[src/rtl/aes_sbox.sv]
// AES byte substitution: forward or inverse S-box chosen per byte by inv.
// A single GF(2^8) inverter is shared between directions; the affine steps sit on either side of it.
module aes_sbox #(
    parameter bit OUT_REG = 1'b1
) (
    input  logic       clk,
    input  logic       reset,
    input  logic       inv,
    input  logic [7:0] in,
    output logic [7:0] out
);

    // Multiply in GF(2^8) modulo x^8+x^4+x^3+x+1.
    function automatic logic [7:0] gf_mul(input logic [7:0] a, input logic [7:0] b);
        logic [7:0] p;
        logic [7:0] aa;
        p  = 8'h00;
        aa = a;
        for (int i = 0; i < 8; i++) begin
            if (b[i]) p = p ^ aa;
            aa = {aa[6:0], 1'b0} ^ (aa[7] ? 8'h1B : 8'h00);
        end
        return p;
    endfunction

    // x^254 == x^-1 for nonzero x, and 0 maps to 0 without special casing.
    function automatic logic [7:0] gf_inv(input logic [7:0] x);
        logic [7:0] x2, x3, x12, x15, x240;
        x2   = gf_mul(x, x);
        x3   = gf_mul(x2, x);
        x12  = gf_mul(gf_mul(x3, x3), gf_mul(x3, x3));
        x15  = gf_mul(x12, x3);
        x240 = x15;
        for (int i = 0; i < 4; i++) begin
            x240 = gf_mul(x240, x240);
        end
        return gf_mul(gf_mul(x240, x12), x2);
    endfunction

    function automatic logic [7:0] fwd_affine(input logic [7:0] y);
        return y ^ {y[6:0], y[7]} ^ {y[5:0], y[7:6]} ^ {y[4:0], y[7:5]}
                 ^ {y[3:0], y[7:4]} ^ 8'h63;
    endfunction

    function automatic logic [7:0] inv_affine(input logic [7:0] x);
        return {x[6:0], x[7]} ^ {x[4:0], x[7:5]} ^ {x[1:0], x[7:2]} ^ 8'h05;
    endfunction

    logic [7:0] out_d;

    always_comb begin
        out_d = 8'h00;
        if (inv) begin
            out_d = gf_inv(inv_affine(in));
        end else begin
            out_d = fwd_affine(gf_inv(in));
        end
    end

    generate
        if (OUT_REG) begin : g_reg
            logic [7:0] out_q;

            always_ff @(posedge clk or negedge reset) begin
                if (!reset) begin
                    out_q <= 8'h00;
                end else begin
                    out_q <= out_d;
                end
            end

            assign out = out_q;
        end else begin : g_comb
            assign out = out_d;
        end
    endgenerate

endmodule

[config.mk]
export PLATFORM = sky130hd
export DESIGN_NAME = aes_sbox
export DESIGN_NICKNAME = d
export VERILOG_FILES = /design/src/rtl/aes_sbox.sv
export SDC_FILE = /design/constraint.sdc
export NUM_CORES = 1
export LEC_CHECK = 0
export BUFFER_PORTS_ARGS = -buffer_cell sky130_fd_sc_hd__buf_2
export CORE_MARGIN = 2
export CORE_UTILIZATION = 50
export DETAILED_ROUTE_END_ITERATION = 12
export GPL_TIMING_DRIVEN = 1
export PLACE_DENSITY = 0.76
export SLEW_MARGIN = 20
export SYNTH_ARGS = -nofsm -noshare
export SYNTH_HDL_FRONTEND = slang
export SYNTH_SLANG_ARGS = --single-unit
[constraint.sdc]
create_clock -name clk -period 0.8 [get_ports clk]
set_clock_uncertainty 0.1 [all_clocks]
set_input_delay 0.04 -clock clk [delete_from_list [all_inputs] [get_ports clk]]
set_output_delay 0.04 -clock clk [all_outputs]
set_load 0.02 [all_outputs]
==> flow_metrics.tcl <==
set metrics [dict create \
    place_congestion 0.9597 \
    final_util_pct 73.25 \
    crit_path_top_delay_cell "xnor3_2" \
    drt-total-wl_um 86510 \
    netlist_area_sq_mm 0.02477 \
    n_antenna_cell 0 \
    first_pass_iters 6 \
    setup_viol 16 \
    tightest_slew_ps 649.5 \
    grt_start_max_net_pins 29 \
    track_usage_pct 32.35 \
    cap_violations 0 \
    ys_types 121 \
    setup.worst_path.start_class "primary input" \
    grt_pass1_vias 27760 \
    endpoint_kind "flop" \
    rsz0062_at_grt "yes" \
    outcome "finished with violations" \
    syn_area_per_cell_sq_um 7.962 \
    antenna_found_initial 0 \
    clk_path_buf_depth 2 \
    relSlewSlack_pct 56.54 \
    coreArea_sq_mm 0.04895 \
    grt_remaining_overflow 0 \
    first_iter_violations 2707 \
    synth-main-ff-cell "dfrtp_1" \
    synthCells 3111 \
    grt_pass1_wl_um 137100 \
    vias 27450 \
    cts_inserted_buffers 3 \
    multi_input_area_sq_mm 0.02588 \
    finalSetupTns_ps -120910 \
    finalMaxSlewViolations 0 \
    async_reset_ff_share_pct 100.0 \
    crit_type "primary input to flop" \
    cts_tree "built" \
    synth-edff-count 0 \
    min_path_type "primary input to async pin" \
    nets 4010 \
    finalWorstSetupSlack_ps -15020 \
    cpMostUsedCell "buf_4" \
    violations "negative setup slack" \
    ff_latch_area_sq_um 205.2 \
    period_needed_ps 15820 \
    fp-row-count 81 \
    max_freq_mhz 63.21 \
    drive_gt1_share_pct 40.74 \
    root_buffer "clkbuf_16" \
    pre_cts_slack_ps -15560 \
    ant_nets 0 \
    via_per_inst 5.909 \
    io_pins 19 \
    seq_area_frac_synth_pct 0.8082 \
    die_y_um 226.6 \
    syn_to_final_growth_pct 44.75 \
    hpwl_um 64020 \
    arrival_ps 15880 \
    dieArea_sq_mm 0.05134 \
    syn_nets 3138 \
    largest_reg_flops 8 \
    yosysWarnings 0 \
    initial_core_util_pct 50.60 \
    required_ps 860 \
    slowest_delay_ps 520 \
    wire_per_inst_um 18.62 \
    cp_max_fo 6 \
    port_buffers 18 \
    ys_ff_latch 8 \
    cts_num_sinks 8 \
    die_width_um 226.6 \
    finalCritPeriodShare_pct 1977 \
    drc_errors 0 \
    clkTransAtPathRegs_ps 50 \
    h-tree-depth 1 \
    n_fill_cell 3366 \
    finalHoldViolCount 0 \
]
==> per-stage QoR <==
step | cell area [sq um] | cells | hold slack [ps]
global placement | 33240 | 4524 | -183.2
global route | 35850 | 4645 | 116.5
floorplan | 26530 | 3111 | -355.6
finish | 35850 | 4645 | 107.1
detailed placement | 33240 | 4524 | -184.2
CTS | 35040 | 4605 | 100.2
==> metal layers <==
layer | GRT usage [%] | vias to the layer above | share of wire, %
met4 | 14.43 | 0 | 4.9
met5 | 0 | - | 0
met1 | 38.22 | 13120 | 38
li1 | - | 12560 | -
met2 | 58.36 | 1375 | 50
met3 | 4.160 | 393 | 7.0
==> layout make-up <==
| type | instances | area share (%) |
|---|---|---|
| multi-input combinational | 2821 | 72.19 |
| sequential | 8 | 0.5723 |
| clock buffer | 3 | 0.2094 |
| tap | 664 | 2.317 |
| inverter | 47 | 0.5200 |
| timing repair buffer | 1102 | 24.19 |
==> logic make-up after synthesis <==
kind of cell | Yosys count | share of synthesized area, %
simple gates | 1090 | 20.14
xor+xnor | 1025 | 51.08
compound gates | 568 | 16.20
buf+inv | 282 | 5.910
mux | 122 | 5.046
fa+ha+maj | 16 | 0.8082
flops | 8 | 0.8082
==> placed cells by master, fill, tap and decap left out, drive strengths merged, types with 12 or more instances in the layout <==
master,synthesis,routed
nand2b,30,30
inv,43,43
a2111oi,12,12
ha,16,16
o21a,15,15
nor4,24,24
a211oi,26,26
mux2,23,23
nor2,422,422
a21oi,129,129
or3,28,28
xnor3,199,199
o22ai,32,32
xor3,32,32
xnor2,601,601
o221ai,14,14
o211ai,19,19
a221oi,22,22
and2,23,23
nor3,84,84
o21ai,109,109
a21o,14,14
buf,125,1099
nor2b,28,28
a31oi,26,26
nand4,21,21
a22oi,21,21
mux2i,99,99
or2,12,12
nand3,72,72
and3,13,13
nand2,290,290
xor2,193,193
==> cells in the mapped netlist, types with 10 or more instances <==
cell type,count,area share (%)
xnor2_1,565,20
nor2_1,417,6.3
nand2_1,288,4.4
xnor3_1,183,17
xor2_1,179,6.3
a21oi_1,126,2.5
clkbuf_1,105,1.6
mux2i_1,99,4.0
o21ai_0,89,1.8
nor3_1,83,1.7
nand3_1,72,1.5
buf_2,54,1.1
buf_4,37,1.1
inv_1,36,0.55
o22ai_1,32,0.81
xnor2_2,31,2.0
nand2b_1,30,0.76
xor3_1,29,2.8
nor2b_1,28,0.71
or3_1,28,0.71
a31oi_1,25,0.63
a211oi_1,24,0.73
and2_1,22,0.56
buf_6,21,0.95
nand4_1,21,0.53
mux2_2,20,0.91
nor4_1,20,0.51
o211ai_1,19,0.58
o21ai_1,19,0.38
a22oi_1,18,0.55
a221oi_1,17,0.60
ha_1,16,0.81
xnor3_2,16,1.5
o21a_1,15,0.45
a21o_1,14,0.42
o221ai_1,14,0.50
xor2_2,14,0.92
and3_1,13,0.33
buf_1,11,0.17
nor3b_1,11,0.33
a222oi_1,10,0.40
==> repair_timing <==
item,4_1_cts,5_1_grt
gates resized for setup,221,83
buffers inserted,73,39
endpoints found under the setup margin,16,16
pin swaps,83,48
cloned,4,1
hold endpoints to repair,8,0
hold buffers,1,0
==> worst max-delay path by stage <==
stage / from / to / slack (ps) / cells after the start
floorplan: in[5] / out[4]$_DFF_PN0_ / -14760 / 74
global placement: in[7] / out[5]$_DFF_PN0_ / -15210 / 63
detailed placement: in[7] / out[4]$_DFF_PN0_ / -15560 / 64
CTS: in[7] / out[5]$_DFF_PN0_ / -14630 / 70
global route: in[7] / out[3]$_DFF_PN0_ / -15630 / 74
finish: in[7] / out[6]$_DFF_PN0_ / -15020 / 69
==> worst max-delay path, delay by kind of cell <==
family,cells,cell delay (ps)
xor gates and xnor gates,27,7960
buffers and inverters,16,2410
adders and majority gates,1,340
AOI/OAI and AO/OA,15,2830
and+or+nand+nor,9,1950
muxes,1,290
Power is not shown: default switching activity piles up to over one toggle a cycle in this logic, so the estimate is an artifact.
